File: src/rtl/ama_riscv_mem_wb_stage.sv
// MEM-stage back end: load alignment/extension, writeback select,
// MEM/WB pipeline register and the cycle/instret counters.
module ama_riscv_mem_wb_stage #(
    parameter int          CNT_W    = 64,
    parameter logic [31:0] NOP_INST = 32'h0000_0013
) (
    input  logic             clk,
    input  logic             rst,
    input  logic             clear_mem,
    input  logic [31:0]      pc_mem,
    input  logic [31:0]      alu_out_mem,
    input  logic [31:0]      dmem_read_data_mem,
    input  logic [1:0]       load_sm_offset_mem,
    input  logic [31:0]      inst_mem,
    input  logic             load_sm_en_mem,
    input  logic [1:0]       wb_sel_mem,
    input  logic [4:0]       rd_addr_mem,
    input  logic             reg_we_mem,
    output logic [31:0]      writeback,
    output logic             reg_we_wb,
    output logic [4:0]       rd_addr_wb,
    output logic [31:0]      wb_data_wb,
    output logic [31:0]      inst_wb,
    output logic [31:0]      pc_wb,
    output logic             load_misaligned_wb,
    output logic [CNT_W-1:0] cycle_cnt,
    output logic [CNT_W-1:0] instret_cnt
);

    logic [2:0]  funct3;
    logic [31:0] shifted;
    logic [31:0] load_data;
    logic        misaligned;
    logic        ret;

    assign funct3  = inst_mem[14:12];
    assign shifted = dmem_read_data_mem >> {load_sm_offset_mem, 3'b000};
    assign ret     = !clear_mem && (inst_mem != NOP_INST) &&
                     (inst_mem != 32'h0);

    // Load result: shift to the addressed byte, then sign/zero extend
    always_comb begin
        load_data = dmem_read_data_mem;
        if (load_sm_en_mem) begin
            case (funct3)
                3'b000:  load_data = {{24{shifted[7]}}, shifted[7:0]};
                3'b001:  load_data = {{16{shifted[15]}}, shifted[15:0]};
                3'b010:  load_data = shifted;
                3'b100:  load_data = {24'h0, shifted[7:0]};
                3'b101:  load_data = {16'h0, shifted[15:0]};
                default: load_data = dmem_read_data_mem;
            endcase
        end
    end

    // Misaligned: halfword crossing the word, or any offset word access
    always_comb begin
        misaligned = 1'b0;
        if (load_sm_en_mem) begin
            case (funct3)
                3'b001, 3'b101: misaligned = (load_sm_offset_mem == 2'd3);
                3'b010:         misaligned = (load_sm_offset_mem != 2'd0);
                default:        misaligned = 1'b0;
            endcase
        end
    end

    // Writeback select, combinational for forwarding consumers
    always_comb begin
        writeback = 32'h0;
        case (wb_sel_mem)
            2'd0:    writeback = load_data;
            2'd1:    writeback = alu_out_mem;
            2'd2:    writeback = pc_mem + 32'd4;
            default: writeback = 32'h0;
        endcase
    end

    // MEM/WB register; reset and flush both load a bubble
    always_ff @(posedge clk) begin
        if (rst || clear_mem) begin
            reg_we_wb          <= 1'b0;
            rd_addr_wb         <= 5'd0;
            wb_data_wb         <= 32'h0;
            inst_wb            <= 32'h0;
            pc_wb              <= 32'h0;
            load_misaligned_wb <= 1'b0;
        end else begin
            reg_we_wb          <= reg_we_mem && (rd_addr_mem != 5'd0) &&
                                  !misaligned;
            rd_addr_wb         <= rd_addr_mem;
            wb_data_wb         <= writeback;
            inst_wb            <= inst_mem;
            pc_wb              <= pc_mem;
            load_misaligned_wb <= misaligned;
        end
    end

    // Free-running cycle and retired-instruction counters, wrapping
    always_ff @(posedge clk) begin
        if (rst) begin
            cycle_cnt   <= '0;
            instret_cnt <= '0;
        end else begin
            cycle_cnt <= cycle_cnt + CNT_W'(1);
            if (ret) instret_cnt <= instret_cnt + CNT_W'(1);
        end
    end

endmodule
File: config.mk
export PLATFORM = sky130hd
export DESIGN_NAME = ama_riscv_mem_wb_stage
export DESIGN_NICKNAME = d
export VERILOG_FILES = /design/src/rtl/ama_riscv_mem_wb_stage.sv
export SDC_FILE = /design/constraint.sdc
export NUM_CORES = 1
export LEC_CHECK = 0
export CELL_PAD_IN_SITES_DETAIL_PLACEMENT = 0
export CELL_PAD_IN_SITES_GLOBAL_PLACEMENT = 1
export CORE_MARGIN = 1
export CORE_UTILIZATION = 32
export CTS_CLUSTER_DIAMETER = 120
export DETAILED_ROUTE_END_ITERATION = 10
export PLACE_DENSITY_LB_ADDON = 0.1
export SYNTH_ARGS = -nofsm -noshare
export SYNTH_HDL_FRONTEND = slang
export SYNTH_SLANG_ARGS = --single-unit
File: constraint.sdc
create_clock -name clk -period 4.54 [get_ports clk]
set_clock_uncertainty 0.15 [all_clocks]
set_input_delay 1.135 -clock clk [delete_from_list [all_inputs] [get_ports clk]]
set_output_delay 1.135 -clock clk [all_outputs]
set_load 0.02 [all_outputs]
# Word-level counts from Yosys, hierarchy flattened
# Cells that the tools add are included.
[word_totals]
ff_bits = 231
latchBits = 0
ramBits = 0
romBits = 0
in_bits = 142
out_inout_bits = 263
wordCells = 38
memories = 0
[classes]
addsub = 3
n_mul = 0
n_div = 0
magnitude_cmp = 0
eq_ne = 8
n_shift = 1
mux = 5
n_bitwise = 0
n_reduce_logical = 13
[op_table]
columns = ["operator", "n"]
rows = [
  ["$pmux W32 S5", 1],
  ["$add A64 B1 Y64 const B", 2],
  ["$pmux W32 S3", 1],
  ["$add A32 B3 Y32 const B", 1],
  ["$mux W32", 1],
  ["$ne A32 B5 Y1 const B", 1],
  ["$reduce_bool A32 Y1", 1],
  ["$shr A32 B5 Y32", 1],
  ["$eq A3 B3 Y1 const B", 2],
  ["$reduce_bool A5 Y1", 1],
  ["$eq A2 B2 Y1 const B", 2],
  ["$logic_and A1 B1 Y1", 4],
  ["$eq A3 B1 Y1 const B", 1],
  ["$eq A3 B2 Y1 const B", 1],
  ["$logic_not A3 Y1", 1],
  ["$eq A2 B1 Y1 const B", 1],
  ["$logic_not A1 Y1", 2],
  ["$logic_not A2 Y1", 1],
  ["$pmux W1 S2", 1],
  ["$reduce_bool A2 Y1", 1],
  ["$reduce_or A2 Y1", 1],
  ["$logic_or A1 B1 Y1", 1],
  ["$mux W1", 1],
]

# Longest topological paths before layout
[logic_depth]
ltp_word = 6
mapped_depth = 8
ltp_nobuf = 6

# Least setup slack after synthesis
# No wires, ideal clock.
[synth_timing]
kind = "input to output"
from = "input port load_sm_offset_mem[0]"
to = "output port writeback[25]"
arrival_ns = 3.011
t_required_ns = 3.255
path_slack_ns = 0.244
path_stages = 7
path_buffers = 2
cell_sequence = "buf_2 -> mux2_2 -> a2bb2o_1 -> clkbuf_1 -> nor3_1 -> a2111oi_0 -> nor3b_1"
[synth_via]
elab_chain_len = 4
[synth_rtl]
columns = ["element", "line_no", "rtl"]
rows = [
  ["start: declaration", "13", "input logic [1:0] load_sm_offset_mem,"],
  ["$shr A32 B5 Y32", "37", "assign shifted = dmem_read_data_mem >> {load_sm_offset_mem, 3'b000};"],
  ["$pmux W32 S5", "45", "case (funct3)"],
  ["$mux W32", "44", "if (load_sm_en_mem) begin"],
  ["$pmux W32 S3", "71", "case (wb_sel_mem)"],
  ["end: declaration", "19", "output logic [31:0] writeback,"],
]
# No other way between the ends.

# Final worst setup path
[layout_timing]
from = "input port pc_mem[17]"
to = "output port writeback[31]"
[layout_via]
elab_chain_len = 2
[layout_rtl]
columns = ["element", "line_no", "rtl"]
rows = [
  ["start: declaration", "10", "input logic [31:0] pc_mem,"],
  ["$add A32 B3 Y32", "74", "2'd2: writeback = pc_mem + 32'd4;"],
  ["$pmux W32 S3", "71", ""],
]
# No other way between the ends.

==> flow_summary.ini <==
[cts]
cts_tree = built
ctsHoldBuffers = 0
clock_latency_ps = 550
clkSlewWorstSetupHoldPaths_ps = 60
cts_buffer_depth = 3
clkSinkCount = 231
cts_root_buf = clkbuf_16
h-tree-depth = 1
numCtsBuffers = 29

[sta]
min_period_over_period = 0.994
final_hold_viol_count = 0
setup_slack_ps = 29.1
max_freq_mhz = 222
setup_viol = 0
rsz0062_at_grt = yes
finalSetupTns_ps = 0
tightest_slew_ps = 890
min_period_ps = 4510
maxSlewHeadroom = 0.406
final_max_slew_viol_count = 0

[synthesis]
synth_xor_area_frac = 0.0445
ys_top_cells_by_area = dfxtp_1, a21oi_1, and2_1, o31ai_1, xor2_1
synth_warnings = 0
synth.largest_area_cell = dfxtp_1
muxShareOfSynthArea = 0.0159
synth-edff-count = 0
ys_seq_elements = 231
synth.distinct_cells = 66
syn_inst = 1358
ys_seq_area_frac = 0.412
synth-compound-area-share = 0.180
ys.flop_type = dfxtp_1
synthSimpleGateAreaFrac = 0.307
syn_nets = 1503
synth_fa_ha_area_frac = 0.00334
netlist_area_um2 = 11200
synthDominantCellAreaShare = 0.412
async_flop_share = 0
synth_top_family_by_area = simple AND/OR/NAND/NOR gates
avgSynthCellArea_um2 = 8.27

[layout]
fillers = 3378
seq_area_um2 = 4620
multi_input_area_um2 = 6530
area_growth_pct = 62.5
drive_gt1_frac = 0.170
fin_area_um2 = 18200
nets = 2049

[drt]
vias = 12507
via_per_inst = 5.25
drt_iter0_markers = 737
dr.pass1.iters = 5
wl_per_cell_um = 19.3
drt-total-wl_mm = 45.9
ant_nets = 0
drc = 0

[worst_hold_path]
hp-class = reg2reg

[global_route]
first_global_vias = 12150
use_met1 = 0.298
grtUsageTotal = 0.248
grt_pass1_wl_mm = 70.1
grt.busiest_layer = met2
grtUsageMet2 = 0.440
grt_overflow = 0
use_met3 = 0.0656
antenna_found_initial = 3
grt_max_degree = 65

[placement]
placed_area_um2 = 17000
place.gp.congestion = 0.901
io_buffers = 404
dp_hpwl_mm = 34.9
preCtsSetupSlack_ps = -723

[power_and_ir_drop]
power_density_nw_per_um2 = 287
power.leakage_nw = 6.67
peakVddDrop_v = 0.000315
total_power_mw = 5.23

[critical_path]
crit_type = in2out
crit_arrival_ps = 3230
path_max_fanout = 4
crit_path_end_kind = output pin
worstPathRequired_ps = 3250
start_kind = input pin

[die]
dieArea_um2 = 35800
rows = 68
core_um2 = 34500
ios = 405
chipWidth_um = 189
die_h_um = 189
start_util = 0.325

[flow_run]
drv_cap = 0

[run_status]
outcome = finished, final reports clean
## critical path, cell delays in order
cell and delay [ps]:
clkdlybuf4s50_1 500, nand4_1 200, buf_4 240, or3_1 400, o31a_1 310, o21ai_2 160, nand3_1 120, buf_6 160
## stage by stage
| step | util | cells | hold WS (ps) |
|---|---|---|---|
| finish | 0.528 | 2381 | 330 |
| global route | 0.528 | 2381 | 348 |
| CTS | 0.525 | 2379 | 335 |
| detailed placement | 0.491 | 2322 | 321 |
| global placement | 0.491 | 2322 | 302 |
| floorplan | - | 1358 | 380 |
## what timing repair did
action                     4_1_cts  5_1_grt
setup endpoints to repair       31       32
resized for setup              137       57
pin swaps                       14        8
setup buffers                    6        1
## layer usage
metal	vias up	share of wire	routed length [um]
met4	4	0.019	859
met1	5943	0.41	18900
met3	60	0.073	3350
li1	6116	-	-
met5	-	0.00059	27
met2	384	0.50	22700
## layout make-up
class,instances,area share
sequential,231,0.254
tap,455,0.0312
inverter,34,0.00700
antenna,1,0.000137
multi-input combinational,1018,0.358
clock inverter,8,0.00562
clock buffer,44,0.0473
timing repair buffer,590,0.297
## layout by cell type (no fill, tap or decap), types with 8 or more instances in the layout
cell               n
buf_4            186
a31oi_1           11
nor2b_1           12
o21ai_0           66
nand3_1           59
a22oi_1           12
a21oi_1          115
o31ai_1           48
nand2_1           89
clkbuf_8           8
nand2b_1          18
or4_1             40
and3_1            22
and2_1            75
nand4_1           54
xnor2_1           14
inv_1             31
nor3_1            16
clkdlybuf4s50_1  351
clkbuf_16         29
xor2_1            42
dlygate4sd2_1     15
nor2_1            94
or3_1             42
mux2i_1           10
dfxtp_1          231
and4_1            23
nor4_1            16
## cells by family after synthesis
| family | count (synthesis) |
|---|---|
| flip-flops | 231 |
| buffers and inverters | 109 |
| AND/OR/NAND/NOR | 614 |
| multiplexers | 16 |
| XOR/XNOR | 57 |
| adder cells (fa/ha/maj) | 3 |
| AO/OA/AOI/OAI | 328 |
## sequential cells by signal (all words and copies together) (netlist names)
signal              count
inst_wb                32
cycle_cnt              64
reg_we_wb               1
wb_data_wb             32
pc_wb                  32
load_misaligned_wb      1
instret_cnt            64
rd_addr_wb              5
## report_power, final
part | total (mW) | internal, mW | switching [mW]
Combinational | 0.813 | 0.392 | 0.421
Sequential | 2.09 | 2.07 | 0.0164
Clock | 2.33 | 1.41 | 0.916
## synth_stat cells (11+ instances only)
| master | count |
|---|---|
| a21oi_1 | 116 |
| a22oi_1 | 12 |
| a31oi_1 | 12 |
| and2_1 | 75 |
| and3_1 | 22 |
| and4_1 | 23 |
| buf_2 | 11 |
| clkbuf_1 | 61 |
| dfxtp_1 | 231 |
| inv_1 | 31 |
| nand2_1 | 91 |
| nand2b_1 | 18 |
| nand3_1 | 62 |
| nand4_1 | 54 |
| nor2_1 | 98 |
| nor2b_1 | 13 |
| nor3_1 | 24 |
| nor4_1 | 24 |
| o21ai_0 | 75 |
| o31ai_1 | 53 |
| or3_1 | 42 |
| or4_1 | 44 |
| xnor2_1 | 14 |
| xor2_1 | 43 |
## path summary, 6_finish.rpt
kind,start,end,slack (ps),cells past startpoint
setup / recovery,pc_mem[17],writeback[31],30,8
hold / removal,cycle_cnt[0],cycle_cnt[0],330,1
setup reg to reg,cycle_cnt[13],cycle_cnt[61],1580,5
hold reg to reg,cycle_cnt[0],cycle_cnt[0],330,1
No activity file was read; power rests on OpenSTA's default activity.
